[src/rtl/fir_serial_multichan.sv]
// Multi-channel serial FIR: LSB-first frame in, per-channel delay line, shared
// runtime-loadable coefficient bank, one time-multiplexed MAC, LSB-first frame out.
module fir_serial_multichan #(
  parameter  int DATA_WIDTH = 24,
  parameter  int COEF_WIDTH = 18,
  parameter  int FIR_DEPTH  = 32,
  parameter  int NUM_CH     = 2,
  localparam int CH_W       = (NUM_CH > 1) ? $clog2(NUM_CH) : 1,
  localparam int AW         = $clog2(FIR_DEPTH)
) (
  input  logic                  i_clk,
  input  logic                  i_rst,
  input  logic                  i_en,
  input  logic                  i_din,
  input  logic                  i_din_valid,
  input  logic [CH_W-1:0]       i_ch,
  input  logic                  i_bypass,
  input  logic                  i_clear,
  input  logic                  i_coef_we,
  input  logic [AW-1:0]         i_coef_addr,
  input  logic [COEF_WIDTH-1:0] i_coef_data,
  input  logic                  i_ready,
  output logic                  o_ready,
  output logic                  o_dout,
  output logic                  o_dout_valid,
  output logic [CH_W-1:0]       o_dout_ch,
  output logic                  o_coef_err
);

  localparam int HW    = CH_W + AW;
  localparam int CNT_W = $clog2(DATA_WIDTH + 1);
  localparam int PW    = DATA_WIDTH + COEF_WIDTH;
  localparam int ACCW  = PW + AW;
  localparam int DEPTH = NUM_CH * FIR_DEPTH;
  localparam logic [HW-1:0] CLR_LAST = HW'(DEPTH - 1);
  localparam logic signed [ACCW-1:0] SAT_MAX =
    {{(ACCW-DATA_WIDTH+1){1'b0}}, {(DATA_WIDTH-1){1'b1}}};
  localparam logic signed [ACCW-1:0] SAT_MIN =
    {{(ACCW-DATA_WIDTH+1){1'b1}}, {(DATA_WIDTH-1){1'b0}}};

  typedef enum logic [2:0] {
    S_CLEAR, S_IDLE, S_RX, S_WRITE, S_MAC, S_HOLD, S_TX
  } state_t;

  state_t                        state;
  logic [HW-1:0]                 clr_cnt;
  logic [CNT_W-1:0]              bit_cnt;
  logic [AW-1:0]                 tap_k;
  logic [CH_W-1:0]               ch_q;
  logic                          byp_q;
  logic [DATA_WIDTH-1:0]         rx_sr;
  logic [DATA_WIDTH-1:0]         tx_sr;
  logic signed [ACCW-1:0]        acc;
  logic [AW-1:0]                 wptr [NUM_CH];
  logic signed [COEF_WIDTH-1:0]  coef [FIR_DEPTH];
  logic signed [DATA_WIDTH-1:0]  hist [DEPTH];

  logic                          hist_we;
  logic [HW-1:0]                 hist_wa;
  logic [DATA_WIDTH-1:0]         hist_wd;
  logic [HW-1:0]                 rd_addr;
  logic signed [DATA_WIDTH-1:0]  hist_rd;
  logic signed [PW-1:0]          prod;
  logic signed [ACCW-1:0]        shifted;
  logic [DATA_WIDTH-1:0]         sat_val;
  logic [DATA_WIDTH-1:0]         result;
  logic                          coef_reject;

  // Tap 0 is the newest sample, which sits just behind the post-increment pointer.
  assign rd_addr = {ch_q, AW'(wptr[ch_q] - AW'(1) - tap_k)};
  assign hist_rd = hist[rd_addr];
  assign prod    = PW'(coef[tap_k]) * PW'(hist_rd);
  assign shifted = acc >>> (COEF_WIDTH - 1);

  always_comb begin
    sat_val = shifted[DATA_WIDTH-1:0];
    if (shifted > SAT_MAX)
      sat_val = SAT_MAX[DATA_WIDTH-1:0];
    else if (shifted < SAT_MIN)
      sat_val = SAT_MIN[DATA_WIDTH-1:0];
  end

  assign result = byp_q ? rx_sr : sat_val;

  // The edge that leaves WRITE for MAC already counts as a MAC-time write.
  assign coef_reject = i_coef_we &&
                       ((state == S_MAC) || ((state == S_WRITE) && !byp_q));

  assign hist_we = i_rst && i_en && ((state == S_CLEAR) || (state == S_WRITE));
  assign hist_wa = (state == S_CLEAR) ? clr_cnt : {ch_q, wptr[ch_q]};
  assign hist_wd = (state == S_CLEAR) ? '0 : rx_sr;

  always_ff @(posedge i_clk) begin
    if (hist_we) hist[hist_wa] <= hist_wd;
  end

  always_ff @(posedge i_clk or negedge i_rst) begin
    if (!i_rst) begin
      state        <= S_CLEAR;
      clr_cnt      <= '0;
      bit_cnt      <= '0;
      tap_k        <= '0;
      ch_q         <= '0;
      byp_q        <= 1'b0;
      rx_sr        <= '0;
      tx_sr        <= '0;
      acc          <= '0;
      for (int unsigned i = 0; i < NUM_CH; i++) wptr[i] <= '0;
      for (int unsigned i = 0; i < FIR_DEPTH; i++) coef[i] <= '0;
      o_ready      <= 1'b0;
      o_dout       <= 1'b0;
      o_dout_valid <= 1'b0;
      o_dout_ch    <= '0;
      o_coef_err   <= 1'b0;
    end else if (i_en) begin
      o_coef_err <= coef_reject;
      if (i_coef_we && !coef_reject) coef[i_coef_addr] <= i_coef_data;

      unique case (state)
        S_CLEAR: begin
          clr_cnt <= clr_cnt + HW'(1);
          if (clr_cnt == CLR_LAST) begin
            state   <= S_IDLE;
            o_ready <= 1'b1;
          end
        end
        S_IDLE: begin
          if (i_clear) begin
            state   <= S_CLEAR;
            clr_cnt <= '0;
            o_ready <= 1'b0;
          end else if (i_din_valid) begin
            state   <= S_RX;
            ch_q    <= i_ch;
            byp_q   <= i_bypass;
            bit_cnt <= '0;
            o_ready <= 1'b0;
          end
        end
        S_RX: begin
          rx_sr <= {i_din, rx_sr[DATA_WIDTH-1:1]};
          if (bit_cnt == CNT_W'(DATA_WIDTH - 1))
            state <= S_WRITE;
          else
            bit_cnt <= bit_cnt + CNT_W'(1);
        end
        S_WRITE: begin
          wptr[ch_q] <= wptr[ch_q] + AW'(1);
          acc        <= '0;
          tap_k      <= '0;
          state      <= byp_q ? S_HOLD : S_MAC;
        end
        S_MAC: begin
          acc   <= acc + ACCW'(prod);
          tap_k <= tap_k + AW'(1);
          if (tap_k == AW'(FIR_DEPTH - 1)) state <= S_HOLD;
        end
        S_HOLD: begin
          if (!o_dout_valid) begin
            o_dout_valid <= 1'b1;
            o_dout_ch    <= ch_q;
            tx_sr        <= result;
          end else if (i_ready) begin
            o_dout_valid <= 1'b0;
            o_dout       <= tx_sr[0];
            tx_sr        <= tx_sr >> 1;
            bit_cnt      <= CNT_W'(1);
            state        <= S_TX;
          end
        end
        S_TX: begin
          if (bit_cnt == CNT_W'(DATA_WIDTH)) begin
            o_dout  <= 1'b0;
            o_ready <= 1'b1;
            state   <= S_IDLE;
          end else begin
            o_dout  <= tx_sr[0];
            tx_sr   <= tx_sr >> 1;
            bit_cnt <= bit_cnt + CNT_W'(1);
          end
        end
        default: state <= S_CLEAR;
      endcase
    end
  end

endmodule

[config.mk]
export PLATFORM = sky130hd
export DESIGN_NAME = fir_serial_multichan
export DESIGN_NICKNAME = d
export VERILOG_FILES = /design/src/rtl/fir_serial_multichan.sv
export SDC_FILE = /design/constraint.sdc
export NUM_CORES = 2
export LEC_CHECK = 0
export ABC_AREA = 1
export CAP_MARGIN = 20
export CORE_UTILIZATION = 58
export CTS_CLUSTER_SIZE = 25
export DETAILED_ROUTE_END_ITERATION = 10
export PLACE_DENSITY = 0.81
export REMOVE_ABC_BUFFERS = 1
export SLEW_MARGIN = 10
export SYNTH_ARGS = -nofsm -noshare
export SYNTH_HDL_FRONTEND = slang
export SYNTH_SLANG_ARGS = --single-unit
[constraint.sdc]
create_clock -name i_clk -period 9.34 [get_ports i_clk]
set_input_delay 1.868 -clock i_clk [delete_from_list [all_inputs] [get_ports i_clk]]
set_output_delay 1.868 -clock i_clk [all_outputs]
set_load 0.01 [all_outputs]
# [Word level (Yosys, flattened, before mapping)]
# Memory sizes are Yosys's and may differ from the RTL's.
# Index checks and enable logic that the tools add are counted.
[classes] addsub=7 mul=1 div_mod_pow=0 n_lt_le_gt_ge=7 n_eq_ne=23 shift=0 n_mux=55 bitwise_logic=5 n_reduce_logical=30
[ops] operator="bitwise mux 576 bit" n=1
[ops] operator="two-way mux 24 bit" n=7
[ops] operator="one-hot mux 47 bit (2 select lines)" n=1
[ops] operator="binary-select mux 18 bit (select 5 bit)" n=1
[ops] operator="demux 18 bit (select 5 bit)" n=1
[ops] operator="two-way mux 18 bit" n=3
[ops] operator="two-way mux 5 bit" n=10
[ops] operator="one-hot mux 24 bit (2 select lines)" n=1
[ops] operator="adder 47 x 42 -> 47 bit" n=1
[ops] operator="multiplier 18 x 24 -> 42 bit" n=1
[ops] operator="greater-than comparator 30 x 24 -> 1 bit (second input constant)" n=1
[ops] operator="less-than comparator 30 x 24 -> 1 bit (second input constant)" n=1
[ops] operator="two-way mux 3 bit" n=8
[ops] operator="one-hot mux 3 bit (7 select lines)" n=1
[ops] operator="one-hot mux 5 bit (4 select lines)" n=1
[ops] operator="inequality test 2 bit (second input constant)" n=9
[ops] operator="AND reduction 8 bit" n=2
[ops] operator="adder 5 x 1 -> 5 bit (second input constant)" n=3
[ops] operator="== test 5 bit (second input constant)" n=3
[ops] operator=">= comparator 6 bit (second input constant)" n=2
[ops] operator="two-way mux 1 bit" n=12
[ops] operator="two-way mux 6 bit" n=2
[ops] operator="NOT 5 -> 6 bit" n=2
[ops] operator="one-hot mux 6 bit (2 select lines)" n=1
[ops] operator="30 further kinds" n=53
[totals] register_bits=707 latch_bits=0 ramBits=1536 romBits=0 input_bits=33 mem_count=1
[memory_table] memory="hist" words=64 word_bits=24 rd=1 rd_clocked_by_memory_dff=0 wr=1 line_no="56" rtl="logic signed [DATA_WIDTH-1:0] hist [DEPTH];"

# [Depth between registers and ports, before layout]
# An unclocked memory read counts as a cell.
[logic_depth] depth_word=10 depth_mapped=48

# [Worst setup path before layout]
# No wires, ideal clock.
[synth_timing] path_kind="reg-to-reg" startpoint="register tap_k[0]" endpoint="register acc[46]" setup_ps=118 arrival_ps=8599 required_time_ps=9222 setup_slack_ps=623 stages_incl_launch_ff=42 n_path_buf=8 synth_period_minus_slack_ps=8717 cell_sequence="dfrtp_1 > buf_2 > inv_2 > buf_2 > buf_2 > buf_2 > ha_1 > fa_1 > buf_2 > clkbuf_1 > clkbuf_1 > nand3_1 > nand3_1 > nand3_1 > nand3_1 > nand3_1 > nand2_1 > clkbuf_1 > (+6 left out) > inv_1 > fa_1 > inv_1 > fa_1 > inv_1 > ha_1 > ha_1 > nand2_1 > nor2_1 > inv_1 > nor2_1 > nand2_1 > nor2_1 > nand2_1 > nand3_1 > nand2_1 > nand3_1 > nand2_1"
[synth_between] elab_chain_cells=7
[synth_rtl] item="start: declaration" line_no="48" rtl="logic [AW-1:0] tap_k;"
[synth_rtl] item="start signal: assignment" line_no="155" rtl="tap_k <= tap_k + AW'(1);"
[synth_rtl] item="branches (longest 4 deep; another with memory read (64 x 24 bit))"
[synth_rtl] item="multiplier 18 x 24 -> 42 bit *" line_no="72" rtl="assign prod = PW'(coef[tap_k]) * PW'(hist_rd);"
[synth_rtl] item="adder 47 x 42 -> 47 bit *" line_no="154" rtl="acc <= acc + ACCW'(prod);"
[synth_rtl] item="one-hot mux 47 bit (2 select lines) *" line_no="119" rtl="unique case (state)"
[synth_rtl] item="end signal: assignment" line_no="154"
[synth_rtl] item="end: declaration" line_no="53" rtl="logic signed [ACCW-1:0] acc;"
# Every way passes the cells marked *. The select of a mux whose other input is x is not followed.
# A chain may end at the register's enable or synchronous reset.

# [Final worst setup path]
[layout_timing] startpoint="register ch_q" endpoint="register acc[44]"
[layout_between] elab_chain_cells=10
[layout_rtl] item="start: declaration" line_no="49" rtl="logic [CH_W-1:0] ch_q;"
[layout_rtl] item="start signal: assignment" line_no="134" rtl="ch_q <= i_ch;"
[layout_rtl] item="NOT 1 -> 2 bit (implied by the code)" line_no="70" rtl="assign rd_addr = {ch_q, AW'(wptr[ch_q] - AW'(1) - tap_k)};"
[layout_rtl] item="two-way mux 5 bit (implied by the code) (3 in a row)" line_no="70"
[layout_rtl] item="subtractor 5 x 1 -> 5 bit" line_no="70"
[layout_rtl] item="subtractor 5 bit" line_no="70"
[layout_rtl] item="memory read (64 x 24 bit) *"
[layout_rtl] item="multiplier 18 x 24 -> 42 bit *" line_no="72"
[layout_rtl] item="adder 47 x 42 -> 47 bit *" line_no="154"
[layout_rtl] item="one-hot mux 47 bit (2 select lines) *" line_no="119"
# Every way passes the cells marked *; elsewhere a longest branch is shown, timed or not. The select of a mux whose other input is x is not followed.

==> reports/metrics.yaml <==
status:
  status: "completed"
sta:
  layout_setup_ws_ns: 0.190
  period_minus_slack_ns: 9.15
  rsz0062_at_grt: "true"
  hold_viol: 0
  maxSlewViolCount: 0
  finalSetupViolations: 0
  holdWs_ns: 0.483
  maxSlewHeadroom_pct: 22.8
  fin_worst_skew_ns: 0.0693
  fin_crit_sh_pct: 98.0
  tightest_slew_ns: 1.16
  max_freq_mhz: 109
logic_synthesis:
  synth-compound-area-share_pct: 5.13
  mappedNetlistArea_mm2: 0.113
  netlist.area_leader.share_pct: 40.6
  yosysSeqAreaShare_pct: 56.2
  synthArstFlopShare_pct: 31.5
  syn_inst: 11759
  synth-xor-area-share_pct: 0.100
  synth_fa_ha_area_share_pct: 10.3
  synth_top_family_by_area: "simple AND/OR/NAND/NOR gates"
  synth_top_cell_by_area: "edfxtp_1"
  ys_ff_latch: 2243
  syn_avg_cell_area_um2: 9.65
  synth_area_leaders: "edfxtp_1 (41%), dfrtp_1 (16%), nand2_1 (12%), fa_1 (8.7%), nand3_1 (8.0%)"
  synth_edf_count: 1536
  ys.flop_type: "edfxtp_1"
  synth-simple-area-share_pct: 22.8
  yosysWarnings: 0
  synth_cell_types: 48
  synth_mux_area_share_pct: 0.0397
floorplanning:
  placementRows: 162
  initial_core_util_pct: 58.3
  core_mm2: 0.195
  die_w_um: 444
  num_io_pins: 38
  die_h_um: 444
  dieArea_mm2: 0.197
worst_setup_path:
  critPathMaxFanout: 33
  cpMostUsedCell: "nand2_1"
  required_ns: 10.07
  worstSetupStartpointType: "register"
  criticalPathCategory: "register to register"
  worst_setup_path_end_kind: "register"
  worstPathArrival_ns: 9.88
  worstRegToRegCells: 37
  cp_slowest_stage_delay_ns: 0.77
  cp_slowest_cell: "fa_4"
drt:
  post-route-drc-count: 0
  wl_um: 356000
  drt-pass1-iter-count: 7
  viasPerCell: 6.10
  route.antenna.remaining_nets: 0
  wl_per_cell_um: 24.4
  first_iter_violations: 11744
  vias: 89073
placement:
  gp_congestion: 0.985
  pre_cts_ws_ns: 0.181
  hpwlAfterDp_um: 227000
  numPortBuffers: 37
clocking:
  clockBufferDepth: 3
  cts_sinks: 2243
  cts_tree: "done"
  clock-root-buffer: "clkbuf_16"
  htreeDepth: 4
  cts_buffers: 216
  worstSkewPairLatency_ns: 0.91
  path_clk_slew_ns: 0.06
  cts_hold_buf: 0
global_route:
  grt_usage_pct: 35.9
  grt-ovfl-total: 0
  first_global_vias: 87181
  antenna_found_initial: 9
  grt_max_degree: 202
  grt_pass1_wl_um: 532000
cells_and_area:
  nets: 12532
  drive_gt1_share_pct: 8.94
  syn_to_final_growth_pct: 12.2
  post-route-util_pct: 65.5
  final_cell_mix: "nand2_1 (3651), nand3_1 (1796), edfxtp_1 (1536), inv_1 (862), o21ai_0 (711)"
  final_common_cell: "nand2_1"
min_path:
  hold_depth: 2
  min_path_type: "register to register"
flow_run:
  max_cap_viol_count: 0
registers in the layout (all words and copies together), names as in the netlist, 3 cells and up:
| signal | cells |
|---|---|
| rx_sr | 24 |
| tx_sr | 24 |
| state | 3 |
| tap_k | 5 |
| bit_cnt | 5 |
| wptr | 10 |
| coef | 576 |
| clr_cnt | 6 |
| hist | 1536 |
| acc | 47 |
final cells by class:
type                    count  area [um2]
fillers                 14644       67200
flip-flops and latches   2243       63800
multi-input cells        7930       44100
repair buffers            587        5710
clock buffers             272        5710
inverters                 883        3350
well taps                2542        3180
clock inverters           129        1460
repair inverters            2        17.5
diodes                      6        15.0
timing repair:
| item | CTS | global route |
|---|---|---|
| resized for setup | 0 | 57 |
| setup buffers | 0 | 12 |
| setup endpoints to repair | 0 | 32 |
per-stage QoR:
stage	instances	TNS, ns	instance area, um2
3_3_place_gp	14153	0	119000
4_1_cts	14558	0	127000
2_1_floorplan	11056	-2579.06	111000
3_5_place_dp	14157	0	120000
5_1_grt	14592	-0.111	127000
6_report	14594	0	127000
logic make-up (layout without fill, tap and decap cells):
logic type | after synthesis | count (layout)
mux | 4 | 4
xor+xnor | 13 | 13
simple gates | 6182 | 6182
fa+ha+maj | 636 | 636
compound gates | 1095 | 1095
other cells | 0 | 6
buf+inv | 1586 | 1873
flops | 2243 | 2243
per-layer routing:
metal / share of wire, % / GRT usage [%]
met2: 45 / 55.4
met4: 7.7 / 24.4
met3: 11 / 7.47
met5: 0.0076 / 0
met1: 36 / 46.1
cells in the mapped netlist, drive strengths merged (3+ instances only):
master	number
o22ai	21
nor3	39
a31oi	12
o211ai	12
nor2	599
o21bai	10
buf	307
a22o	17
edfxtp	1536
a2bb2oi	23
nand3b	4
ha	144
o221ai	3
a22oi	6
xor2	11
nor4	5
clkbuf	396
o21ai	760
mux2	4
dfrtp	707
clkinv	9
inv	874
o31ai	13
nand3	1808
a21oi	208
nand2	3693
nand4	30
fa	492
worst paths after layout:
path	from	endpoint	slack, ns
min in group asynchronous	i_rst	coef[3]	0.95
setup / recovery	ch_q	acc[44]	0.19
hold reg to reg	coef[189]	coef[189]	0.48
max in group asynchronous	i_rst	tap_k[0]	5.42
hold / removal	coef[189]	coef[189]	0.48
setup reg to reg	ch_q	acc[44]	0.19
worst max-delay path: cells and delay by family, from the launching register on:
kind,cells,cell delay [ns]
adders and majority gates,10,4.66
buffers and inverters,8,1.31
DFF,1,0.44
and+or+nand+nor,19,2.50
Power is left out: the tool's default activity adds up to more than one toggle a clock period on the data nets, which glitch-free logic cannot reach.
